<file path="config.mk">
export PLATFORM = sky130hd
export DESIGN_NAME = hack_boot_ctrl
export DESIGN_NICKNAME = d
export VERILOG_FILES = /design/src/rtl/hack_pkg.sv /design/src/rtl/hack_timeout_ctr.sv /design/src/rtl/hack_boot_ctrl.sv
export SDC_FILE = /design/constraint.sdc
export NUM_CORES = 1
export LEC_CHECK = 0
export ABC_AREA = 0
export BUFFER_PORTS_ARGS = -buffer_cell sky130_fd_sc_hd__buf_2
export CAP_MARGIN = 25
export CORE_MARGIN = 4
export CORE_UTILIZATION = 60
export DETAILED_ROUTE_END_ITERATION = 8
export PLACE_DENSITY_LB_ADDON = 0.25
export SLEW_MARGIN = 40
export SYNTH_ARGS = -nofsm -noshare
export SYNTH_HDL_FRONTEND = slang
export SYNTH_SLANG_ARGS = --single-unit
</file>
<file path="constraint.sdc">
create_clock -name clock -period 2.7 [get_ports clock]
set_input_delay 0.54 -clock clock [delete_from_list [all_inputs] [get_ports clock]]
set_output_delay 0.54 -clock clock [all_outputs]
set_load 0.01 [all_outputs]
</file>
<file path="src/rtl/hack_pkg.sv">
// Shared types and constants for the HACK boot sequencer.
package hack_pkg;

    localparam int unsigned HACK_WORD_W = 16;
    localparam int unsigned HACK_BYTE_W = 8;

    typedef enum logic [3:0] {
        HDR_HI,
        HDR_LO,
        DAT_HI,
        DAT_LO,
        WRITE,
        CS_HI,
        CS_LO,
        RUN,
        ERROR
    } boot_state_t;

    // States that hold rx_ready high and consume one byte per step.
    function automatic logic is_rx_state(input boot_state_t s);
        logic r;
        case (s)
            HDR_HI, HDR_LO, DAT_HI, DAT_LO, CS_HI, CS_LO: r = 1'b1;
            default:                                      r = 1'b0;
        endcase
        return r;
    endfunction

endpackage

</file>
<file path="src/rtl/hack_timeout_ctr.sv">
// Inter-byte idle watchdog: expired rises after TIMEOUT-1 consecutive enabled
// cycles without clr, so the owner reacts on the TIMEOUT-th edge.
module hack_timeout_ctr #(
    parameter int unsigned TIMEOUT = 1000000
) (
    input  logic clock,
    input  logic reset,
    input  logic clr,
    input  logic en,
    output logic expired
);

    localparam int unsigned CNT_W = $clog2(TIMEOUT + 1);
    localparam logic [CNT_W-1:0] LAST = CNT_W'(TIMEOUT - 1);

    logic [CNT_W-1:0] count;

    always_ff @(posedge clock) begin
        if (reset || clr) begin
            count   <= '0;
            expired <= 1'b0;
        end else if (en && !expired) begin
            count   <= count + CNT_W'(1);
            expired <= ((count + CNT_W'(1)) == LAST);
        end
    end

endmodule

</file>
<file path="src/rtl/hack_boot_ctrl.sv">
// Boot sequencer: loads a length-prefixed, checksummed byte image into the
// instruction ROM while holding the CPU in reset, then releases it.
module hack_boot_ctrl
    import hack_pkg::*;
#(
    parameter int unsigned ADDR_W    = 15,
    parameter int unsigned ROM_DEPTH = 32768,
    parameter int unsigned TIMEOUT   = 1000000
) (
    input  logic                   clock,
    input  logic                   reset,
    input  logic [HACK_BYTE_W-1:0] rx_data,
    input  logic                   rx_valid,
    output logic                   rx_ready,
    input  logic                   reload,
    output logic                   rom_wr_en,
    output logic [ADDR_W-1:0]      rom_wr_addr,
    output logic [HACK_WORD_W-1:0] rom_wr_data,
    output logic                   cpu_reset,
    output logic                   boot_done,
    output logic                   boot_err
);

    localparam int unsigned CNT_W = ADDR_W + 1;
    localparam int unsigned CMP_W = ((CNT_W > HACK_WORD_W) ? CNT_W : HACK_WORD_W) + 1;

    boot_state_t            state_q, state_d;
    logic [HACK_BYTE_W-1:0] hi_q, hi_d;
    logic [HACK_WORD_W-1:0] n_q, n_d;
    logic [HACK_WORD_W-1:0] word_q, word_d;
    logic [CNT_W-1:0]       cnt_q, cnt_d;
    logic [HACK_WORD_W-1:0] acc_q, acc_d;

    logic                   wr_en_d;
    logic [ADDR_W-1:0]      wr_addr_d;
    logic [HACK_WORD_W-1:0] wr_data_d;
    logic                   cpu_reset_d;
    logic                   boot_done_d;
    logic                   boot_err_d;

    logic                   xfer;
    logic                   to_en;
    logic                   to_clr;
    logic                   to_expired;
    logic [HACK_WORD_W-1:0] rx_word;
    logic                   hdr_ok;
    logic                   last_word;

    assign rx_ready  = is_rx_state(state_q);
    assign xfer      = rx_valid & rx_ready;
    assign rx_word   = {hi_q, rx_data};
    assign hdr_ok    = (rx_word != '0) && (CMP_W'(rx_word) <= CMP_W'(ROM_DEPTH));
    assign last_word = ((CMP_W'(cnt_q) + CMP_W'(1)) == CMP_W'(n_q));

    // Watchdog runs only while waiting for a byte mid-image.
    assign to_en  = rx_ready && (state_q != HDR_HI);
    assign to_clr = xfer | reload | ~to_en;

    hack_timeout_ctr #(
        .TIMEOUT (TIMEOUT)
    ) u_timeout (
        .clock   (clock),
        .reset   (reset),
        .clr     (to_clr),
        .en      (to_en),
        .expired (to_expired)
    );

    // State, datapath and registered outputs.
    always_ff @(posedge clock) begin
        if (reset) begin
            state_q     <= HDR_HI;
            hi_q        <= '0;
            n_q         <= '0;
            word_q      <= '0;
            cnt_q       <= '0;
            acc_q       <= '0;
            rom_wr_en   <= 1'b0;
            rom_wr_addr <= '0;
            rom_wr_data <= '0;
            cpu_reset   <= 1'b1;
            boot_done   <= 1'b0;
            boot_err    <= 1'b0;
        end else begin
            state_q     <= state_d;
            hi_q        <= hi_d;
            n_q         <= n_d;
            word_q      <= word_d;
            cnt_q       <= cnt_d;
            acc_q       <= acc_d;
            rom_wr_en   <= wr_en_d;
            rom_wr_addr <= wr_addr_d;
            rom_wr_data <= wr_data_d;
            cpu_reset   <= cpu_reset_d;
            boot_done   <= boot_done_d;
            boot_err    <= boot_err_d;
        end
    end

    // Next state; write strobe/address/data are set up so they appear during WRITE.
    always_comb begin
        state_d     = state_q;
        hi_d        = hi_q;
        n_d         = n_q;
        word_d      = word_q;
        cnt_d       = cnt_q;
        acc_d       = acc_q;
        wr_en_d     = 1'b0;
        wr_addr_d   = rom_wr_addr;
        wr_data_d   = rom_wr_data;

        case (state_q)
            HDR_HI: begin
                if (xfer) begin
                    hi_d    = rx_data;
                    state_d = HDR_LO;
                end
            end
            HDR_LO: begin
                if (xfer) begin
                    n_d     = rx_word;
                    state_d = hdr_ok ? DAT_HI : ERROR;
                end else if (to_expired) begin
                    state_d = ERROR;
                end
            end
            DAT_HI: begin
                if (xfer) begin
                    hi_d    = rx_data;
                    state_d = DAT_LO;
                end else if (to_expired) begin
                    state_d = ERROR;
                end
            end
            DAT_LO: begin
                if (xfer) begin
                    word_d    = rx_word;
                    wr_en_d   = 1'b1;
                    wr_addr_d = cnt_q[ADDR_W-1:0];
                    wr_data_d = rx_word;
                    state_d   = WRITE;
                end else if (to_expired) begin
                    state_d = ERROR;
                end
            end
            WRITE: begin
                acc_d   = acc_q + word_q;
                cnt_d   = cnt_q + CNT_W'(1);
                state_d = last_word ? CS_HI : DAT_HI;
            end
            CS_HI: begin
                if (xfer) begin
                    hi_d    = rx_data;
                    state_d = CS_LO;
                end else if (to_expired) begin
                    state_d = ERROR;
                end
            end
            CS_LO: begin
                if (xfer) begin
                    state_d = (rx_word == acc_q) ? RUN : ERROR;
                end else if (to_expired) begin
                    state_d = ERROR;
                end
            end
            RUN:     state_d = RUN;
            ERROR:   state_d = ERROR;
            default: state_d = HDR_HI;
        endcase

        // A reload wins over any byte arriving in the same cycle.
        if (reload) begin
            state_d = HDR_HI;
            cnt_d   = '0;
            acc_d   = '0;
            wr_en_d = 1'b0;
        end

        cpu_reset_d = (state_d != RUN);
        boot_done_d = (state_d == RUN);
        boot_err_d  = (state_d == ERROR);
    end

endmodule

</file>
# ---- Word-level counts from Yosys, hierarchy flattened
# Index checks and enable logic that the tools add are counted.
# W data, S select, Z words.
dict set report totals {
  register_bits 116
  latchBits 0
  ramBits 0
  romBits 0
  inputBits 12
  out_inout_bits 36
  elab_cells 66
  n_memories 0
}
dict set report op_classes {
  n_addsub 4
  multipliers 0
  div_mod_pow 0
  magnitude_cmp 1
  n_eq_ne 14
  shifts 0
  n_mux 14
  bitwise 5
  n_reduce_logical 15
}
# cell n
set ops {}
lappend ops {{$mux W4} 10}
lappend ops {{$pmux W4 S9} 1}
lappend ops {{$add A20 B1 Y20 const B} 1}
lappend ops {{$eq A20 B20 Y1 const B} 1}
lappend ops {{$eq A4 B3 Y1 const B} 5}
lappend ops {{$add A16 B1 Y17 const B} 1}
lappend ops {{$eq A17 B16 Y1} 1}
lappend ops {{$add A16 B1 Y16 const B} 1}
lappend ops {{$add A16 B16 Y16} 1}
lappend ops {{$eq A16 B16 Y1} 1}
lappend ops {{$le A16 B16 Y1 const B} 1}
lappend ops {{$reduce_bool A16 Y1} 1}
lappend ops {{$eq A4 B2 Y1 const B} 2}
lappend ops {{$eq A4 B4 Y1 const B} 2}
lappend ops {{$reduce_and A2 Y1} 3}
lappend ops {{$reduce_or A3 Y1} 2}
lappend ops {{$reduce_or A6 Y1} 1}
lappend ops {{$eq A4 B1 Y1 const B} 1}
lappend ops {{$logic_not A4 Y1} 1}
lappend ops {{$ne A4 B3 Y1 const B} 1}
lappend ops {{$reduce_bool A4 Y1} 1}
lappend ops {{$logic_and A1 B1 Y1} 3}
lappend ops {{$mux W3} 1}
lappend ops {{$mux W1} 2}
lappend ops {{other kinds (6)} 8}

# ---- Longest topological paths before layout
# Gate-level depths: netlist of the first run.
dict set report logic_depth {
  word_depth 8
  mapped_depth 11
  ltp_nobuf 11
}

# ---- Hierarchy
# From an unflattened synthesis of the first run, not the netlist that was laid out.
dict set report unflattened {
  hier_cells 809
  area_unflattened_um2 6393.6
}
# module n_inst cells_per_inst area_per_inst_um2 seq_area_each_um2
set modules_own_cells {}
lappend modules_own_cells {hack_boot_ctrl 1 655 5087.4 1901.8}
lappend modules_own_cells {hack_timeout_ctr 1 154 1306.3 420.4}

# ---- Worst setup path after synthesis of the first run
# OpenSTA, ideal clock, no wires.
dict set report synth_timing {
  path_kind {reg2reg}
  from {register word_q[8]}
  to {register acc_q[15]}
  setup_ps 70
  t_arrival_ps 2424
  t_required_ps 2630
  setup_slack_ps 205
  stages_incl_launch_ff 10
  n_path_buf 0
  period_less_slack_ps 2495
  path_cell_list {dfxtp_1 ha_1 a21oi_2 nand2_1 a311o_1 a2111o_1 a41oi_1 xor2_1 or3_1 a21oi_1}
}
dict set report synth_between {
  elab_chain_len 1
}
# item line_no
set synth_rtl {}
lappend synth_rtl {{start, declared} hack_boot_ctrl.sv:30} ;# logic [HACK_WORD_W-1:0] word_q, word_d;
lappend synth_rtl {{start signal, assigned} hack_boot_ctrl.sv:88} ;# word_q <= word_d;
lappend synth_rtl {{$add A16 B16 Y16} hack_boot_ctrl.sv:147} ;# acc_d = acc_q + word_q;
lappend synth_rtl {{end signal, assigned} hack_boot_ctrl.sv:77} ;# acc_q <= '0;
lappend synth_rtl {{end signal, assigned} hack_boot_ctrl.sv:90} ;# acc_q <= acc_d;
lappend synth_rtl {{end, declared} hack_boot_ctrl.sv:32} ;# logic [HACK_WORD_W-1:0] acc_q, acc_d;
# No other way between the ends.
# A chain may end at the register's enable or synchronous reset.

# ---- Final worst setup path of the first run
dict set report layout_timing {
  from {register acc_q[0]}
  to {register acc_q[14]}
}
dict set report layout_between {
  elab_chain_len 1
}
# item line_no
set layout_rtl {}
lappend layout_rtl {{$add A16 B16 Y16} hack_boot_ctrl.sv:147}
# No other way between the ends.

==> results.py, run 1 <==
metrics = {
    "die": {
        "rows": 36,
        "core_um2": 9864,
        "initial_core_util_pct": 62.28,
        "dieArea_um2": 11920,
        "die_x_um": 109.2,
        "die_height_um": 109.2,
        "ios": 48,
    },
    "placed_design": {
        "place_ws_ns": 0.1096,
        "dp_hpwl_um": 10690,
        "place_congestion": 0.8880,
        "dpl.cell_count": 949,
        "port_buffers": 47,
        "placed_cell_area_um2": 6509,
    },
    "worst_setup_path": {
        "end_kind": "flip-flop",
        "r2r_cells": 10,
        "r2r_start": "acc_q[0]$_SDFFE_PP0P_",
        "cp.depth": 10,
        "crit_type": "reg -> reg",
        "cp_max_fo": 3,
        "cp_data_arrival_time_ns": 2.96,
        "crit_chain": "ha_1 > inv_1 > fa_1 > nor2b_1 > o21ai_1 > a21oi_2 > o211ai_1 > a31oi_1 > xnor2_1 > o21ai_0",
        "startpoint_type": "flip-flop",
        "r2r_end": "acc_q[14]$_SDFFE_PP0P_",
        "rrSetupSlack_ns": 0.14,
        "worst-path-buf-inv": 1,
        "slowest_delay_ns": 0.42,
        "critPathTopFamily": "compound AO/OA/AOI/OAI gates",
        "worstPathRequired_ns": 3.10,
        "crit_slowest_cell": "fa_1",
    },
    "drt": {
        "top_layer": "met4",
        "wl_met3_um": 1040,
        "via_per_inst": 5.899,
        "first_iter_violations": 415,
        "drt_first_pass_iters": 6,
        "detail-route-antenna-nets": 0,
        "routed-via-count": 5781,
        "wl_um": 15750,
        "dr_wl_met2_um": 7628,
        "post-route-drc-count": 0,
        "routedWlPerCell_um": 16.07,
        "drt-met1-wl_um": 6600,
    },
    "clock_network": {
        "clkTransAtPathRegs_ns": 0.05,
        "ctsHtreeMaxLevel": 4,
        "cts.hold.buffers_added": 0,
        "cts_tree": "yes",
        "cts.sinks": 116,
        "clk_latency_ns": 0.52,
        "root_buffer": "clkbuf_8",
        "clockBufferDepth": 2,
        "cts_inserted_buffers": 17,
    },
    "finish": {
        "insertedDiodeCount": 0,
        "final_cell_area_um2": 7122,
        "area_delta_synth_final_pct": 15.93,
        "fin_cells": 980,
        "final_net_count": 869,
        "final_layout_size_suffix_gt1_share_pct": 13.11,
        "fin_util_pct": 72.20,
    },
    "timing": {
        "hold_slack_ns": 0.3169,
        "setup_ws_ns": 0.1421,
        "period_needed_ns": 2.558,
        "finalSetupViolCount": 0,
        "fin_crit_sh_pct": 94.74,
        "relSlewSlack_pct": 53.97,
        "timing.fmax_mhz": 390.9,
        "finClkSkew_ns": 0.008530,
        "maxSlewViolCount": 0,
        "hold_violations": 0,
        "tightestPinTransition_ns": 0.6888,
    },
    "flow_run": {
        "drv_cap": 0,
    },
    "power_and_ir_drop": {
        "vdd_drop_max_mv": 0.3316,
        "p_leak_uw": 0.002776,
        "p_per_area_nw_per_um2": 567.9,
    },
    "global_route": {
        "antenna_found_initial": 0,
        "track_usage_pct": 28.10,
        "grt_max_degree": 57,
        "grt_pass1_wl_um": 26200,
        "grt_pass1_vias": 5528,
        "overflow": 0,
    },
    "status": {
        "run_status": "finished, final reports clean",
    },
    "worst_hold_path": {
        "min_from": "rx_data[1]",
        "hold_class": "in -> reg",
        "min_to": "word_q[1]$_SDFFE_PP0P_",
        "min_path_cells": 3,
    },
    "logic_synthesis": {
        "seq_area_frac_synth_pct": 37.80,
        "ys.flop_type": "dfxtp_1",
        "ys_seq_elements": 116,
        "async_reset_ff_share_pct": 0,
        "yosysWarnings": 0,
        "syn_area_um2": 6143,
        "synth_edf_count": 0,
        "synth_nets": 827,
        "synth.distinct_cells": 58,
        "netlist_instances": 796,
        "syn_avg_cell_area_um2": 7.718,
    },
}
## registers in the layout, summed over array words and instances (netlist names), 4 cells and up
name / cells
state_q: 4
u_timeout.count: 20
n_q: 16
cnt_q: 16
rom_wr_addr: 15
word_q: 16
acc_q: 16
hi_q: 8
## kinds of logic after synthesis
group | Yosys count | share of synthesized area [%]
flip-flops | 116 | 37.80
XOR/XNOR | 75 | 10.69
AO/OA/AOI/OAI | 157 | 14.70
AND/OR/NAND/NOR | 357 | 26.66
adder cells (fa/ha/maj) | 19 | 3.992
buffers and inverters | 59 | 4.012
multiplexers | 13 | 2.139
## cells in the mapped netlist (all sizes together) (8+ instances only)
cell type  number  share of area, %
xnor2          27               3.8
ha             18               3.7
and3            8              0.81
xor2           48               6.8
nor2           74               4.6
nor4           13               1.6
dfxtp         116                38
nand4          14               1.5
o21ai          34               2.8
or3            14               1.4
buf             8              0.90
nand3          29               2.4
inv            14              0.86
clkbuf         37               2.3
nor3           21               1.8
nand2         160               9.8
mux2i          12               2.0
a21oi          82               6.7
## worst max path at each step
stage	end	startpoint	slack, ns
6_report	acc_q[14]$_SDFFE_PP0P_	acc_q[0]$_SDFFE_PP0P_	0.14
5_1_grt	acc_q[14]$_SDFFE_PP0P_	acc_q[0]$_SDFFE_PP0P_	-0.006
4_1_cts	acc_q[15]$_SDFFE_PP0P_	acc_q[1]$_SDFFE_PP0P_	0.06
3_5_place_dp	acc_q[15]$_SDFFE_PP0P_	word_q[8]$_SDFFE_PP0P_	0.11
3_3_place_gp	acc_q[15]$_SDFFE_PP0P_	word_q[8]$_SDFFE_PP0P_	0.13
2_1_floorplan	acc_q[15]$_SDFFE_PP0P_	word_q[8]$_SDFFE_PP0P_	0.21
## timing repair
action                                  in CTS  in global routing
buffers inserted                             0                  3
gates resized for setup                      0                  5
endpoints found under the setup margin       0                  2
## power breakdown
group	total, uW	switching, uW	internal (uW)	leakage (uW)
clock network	2150	743	1410	0.000281
registers	1740	18.2	1730	0.000936
logic	149	97.6	51.2	0.00156
total	4040	858	3190	0.00278
## routing by layer
layer	up-vias	track usage (%)
met5	-	0
met4	0	14.96
met3	50	6.454
met2	250	47.15
met1	2660	33.35
li1	2821	-
## layout make-up
class,count,area (um2)
fill,745,2743
inverter,14,52.55
tap,133,166.4
timing repair buffer,68,405.4
multi-input combinational,621,3613
clock buffer,23,486.7
sequential,116,2322
clock inverter,5,75.07
## worst reg2reg max path, delay by kind of cell, from the launching register on
family	cells	cell delay, ns
xor gates and xnor gates	1	0.18
AOI/OAI and AO/OA	5	0.94
adders and majority gates	2	0.67
and+or+nand+nor	1	0.20
DFF	1	0.38
buffers and inverters	1	0.07
## metrics by stage
step	total power, uW	setup TNS (ns)
6_report	4044	0
5_1_grt	4168	-0.006160
4_1_cts	4054	0
3_5_place_dp	1924	0
3_3_place_gp	1921	0
2_1_floorplan	1866	0
## layout by cell type, fill, tap and decap left out, types with 3 or more instances in the layout
cell,n
buf_2,47
o22ai_1,3
and4_1,5
nand3_1,29
o31ai_1,3
nand4_1,13
nor2_1,72
nand2_1,160
o21a_1,6
nor3_2,3
mux2i_1,12
o21ai_0,31
or3_1,14
buf_4,20
dfxtp_1,116
o21ai_1,3
clkbuf_16,16
nor3_1,18
clkbuf_8,6
inv_1,14
a31oi_1,5
or2_2,3
nor2b_1,4
a21oi_1,80
nor4_1,12
nand2b_1,3
clkinv_2,3
xnor2_1,27
and3_1,8
a211oi_1,5
ha_1,17
xor2_1,48
Note: power is estimated with default switching activity, not from simulation.
==> inputs of run 2 (changes only) <==
Settings changed: CORE_UTILIZATION 60 to 54, SLEW_MARGIN 40 to 20.
Clock period 2.7 ns to 2.1 ns, I/O delays scaled along.
==> run 2 against run 1 <==
Against the previous run:
- the flow now finishes with violations (negative setup slack)
- global-route usage is 1.6 points lower
- critical path depth decreased by 1
- sequential cell count unchanged
- worst hold slack better by 0.077 ns
- combinational power up 62%
- routed wire length grew 13%
- core utilization grew 3.1 points
- fmax rose by 12%
- sequential power grew 28%
- non-clock buffer count increased by 92
- largest cell class unchanged
- highest routed layer unchanged
==> results.py, run 2 (synthesis gave the netlist of run 1 again) <==
metrics = {
    "finish": {
        "insertedDiodeCount": 0,
        "area_delta_synth_final_pct": 34.62,
        "final_layout_size_suffix_gt1_share_pct": 28.28,
        "largest_reg_flops": 20,
        "fin_util_pct": 75.30,
        "final_net_count": 962,
        "final_common_cell": "nand2_1",
        "top_register": "u_timeout.count",
        "final_cell_mix": "157 x nand2_1, 111 x buf_4, 97 x dfxtp_1, 80 x a21oi_1, 68 x nor2_1",
        "fillers": 778,
    },
    "worst_setup_path": {
        "startpoint_type": "flip-flop",
        "r2r_end": "acc_q[15]$_SDFFE_PP0P_",
        "r2r_start": "word_q[1]$_SDFFE_PP0P_",
        "critPathCapture": "acc_q[15]$_SDFFE_PP0P_",
        "r2r_cells": 9,
        "cp_data_arrival_time_ns": 2.63,
        "crit_chain": "ha_4 > a211oi_4 > o21ai_1 > and3_1 > a2111o_1 > a41oi_2 > xor2_1 > or3_1 > a21oi_1",
        "worstPathRequired_ns": 2.45,
        "worst-path-buf-inv": 0,
        "end_kind": "flip-flop",
        "critPathTopFamily": "compound AO/OA/AOI/OAI gates",
        "cp-startpoint": "word_q[1]$_SDFFE_PP0P_",
        "cp_max_fo": 3,
        "crit_type": "reg -> reg",
        "rrSetupSlack_ns": -0.18,
        "slowest_delay_ns": 0.40,
        "crit_slowest_cell": "a2111o_1",
        "cp.depth": 9,
    },
    "placed_design": {
        "port_buffers": 47,
        "place_congestion": 0.9425,
        "dp_hpwl_um": 11850,
    },
    "drt": {
        "drt_first_pass_iters": 6,
        "routedWlPerCell_um": 16.37,
        "via_per_inst": 5.789,
        "first_iter_violations": 629,
        "detail-route-antenna-nets": 0,
        "wl_um": 17740,
        "routed-via-count": 6275,
        "post-route-drc-count": 0,
    },
    "clock_network": {
        "cts.sinks": 116,
        "cts.hold.buffers_added": 0,
        "cts_tree": "yes",
        "cts_inserted_buffers": 17,
        "clk_latency_ns": 0.42,
        "clkTransAtPathRegs_ns": 0.06,
        "root_buffer": "clkbuf_16",
        "ctsHtreeMaxLevel": 4,
        "clockBufferDepth": 2,
    },
    "timing": {
        "setup_ws_ns": -0.1774,
        "period_needed_ns": 2.277,
        "fin_crit_sh_pct": 108.4,
        "maxSlewViolCount": 0,
        "finClkSkew_ns": 0.005969,
        "tns_ns": -0.3460,
        "hold_violations": 0,
        "hold_slack_ns": 0.3944,
        "finalSetupViolCount": 4,
        "relSlewSlack_pct": 59.53,
        "grt_setup_unrepaired": "yes",
        "timing.fmax_mhz": 439.1,
        "tightestPinTransition_ns": 0.6070,
    },
    "global_route": {
        "track_usage_pct": 26.50,
        "grt_max_degree": 57,
        "grt_pass1_wl_um": 27850,
        "overflow": 0,
        "grt_pass1_vias": 5924,
        "antenna_found_initial": 0,
    },
    "die": {
        "core_um2": 10980,
        "rows": 38,
        "ios": 48,
        "dieArea_um2": 13150,
        "die_x_um": 114.7,
        "die_height_um": 114.7,
        "initial_core_util_pct": 55.94,
    },
    "power_and_ir_drop": {
        "power.total_uw": 5895,
        "pwr-share-seq_pct": 37.7,
        "p_switching_uw": 1200,
        "p_per_area_nw_per_um2": 712.8,
        "vdd_drop_max_mv": 0.9069,
        "power_frac_clock_pct": 58.2,
        "p_leak_uw": 0.003333,
        "power_frac_comb_pct": 4.1,
        "swShare_pct": 20.36,
        "power.internal_uw": 4695,
    },
    "worst_hold_path": {
        "hold_class": "in -> reg",
        "min_from": "rx_data[0]",
    },
    "status": {
        "violations": "negative setup slack",
        "run_status": "finished with violations",
    },
    "flow_run": {
        "drv_cap": 0,
    },
}
[run 2: changes by cell type in the layout (fill, tap and decap cells not counted), moves of 6 or more]
cell	previous run	this run
dfxtp_4	0	7
buf_4	20	111
ha_4	1	7
dfxtp_1	116	97
ha_1	17	10
dfxtp_2	0	12
[run 2: stage by stage]
step / cell area [um2] / cells / worst slack (ns)
final: 8270 / 1084 / -0.1774
after global routing: 8270 / 1084 / -0.3140
after CTS: 7979 / 1074 / -0.1600
after detailed placement: 7213 / 1038 / -0.2554
after global placement: 7213 / 1038 / -0.1324
after floorplan: 6225 / 796 / -0.09827
[run 2: per-layer routing]
metal | GRT usage (%) | share of wire (%)
met4 | 9.105 | 2.8
met3 | 6.765 | 6.1
met1 | 32.13 | 42
met5 | 0 | 0
met2 | 45.48 | 49
[run 2: area by class of cell]
cell class	count	area, um2	area share (%)
multi-input cells	622	3869	46.78
inverters	14	52.55	0.6354
flip-flops and latches	116	2364	28.58
well taps	140	175.2	2.118
clock inverters	11	219.0	2.648
clock buffers	21	491.7	5.946
repair buffers	160	1100	13.30
[run 2: power by group through the flow]
stage	Combinational [uW]	Sequential (uW)	Clock (uW)
finish	241	2230	3430
global route	260	2230	3570
CTS	226	2230	3460
detailed placement	221	2280	0
global placement	219	2280	0
floorplan	117	2280	0
[run 2: worst register-to-register path, cell delays in order (launching register included)]
cell and delay, ns:
dfxtp_2 0.34, ha_4 0.25, a211oi_4 0.23, o21ai_1 0.09, and3_1 0.19, a2111o_1 0.40, a41oi_2 0.16, xor2_1 0.10
or3_1 0.31, a21oi_1 0.13
[run 2: repair_timing]
| item | CTS | global route |
|---|---|---|
| endpoints found under the setup margin | 11 | 14 |
| pin swaps | 3 | 34 |
| gates cloned | 0 | 1 |
| gates resized for setup | 10 | 64 |
| buffers inserted | 4 | 9 |
[run 2: worst min path at each step]
stage | slack [ns] | to | cells after the start
after CTS | 0.38 | hi_q[0]$_SDFFE_PP0P_ | 4
after global routing | 0.40 | state_q[1]$_SDFF_PP0_ | 4
after floorplan | 0.45 | n_q[15]$_SDFFE_PP0P_ | 2
after global placement | 0.44 | rom_wr_addr[0]$_SDFFE_PP0P_ | 2
final | 0.39 | hi_q[0]$_SDFFE_PP0P_ | 4
after detailed placement | 0.45 | rom_wr_addr[12]$_SDFFE_PP0P_ | 2
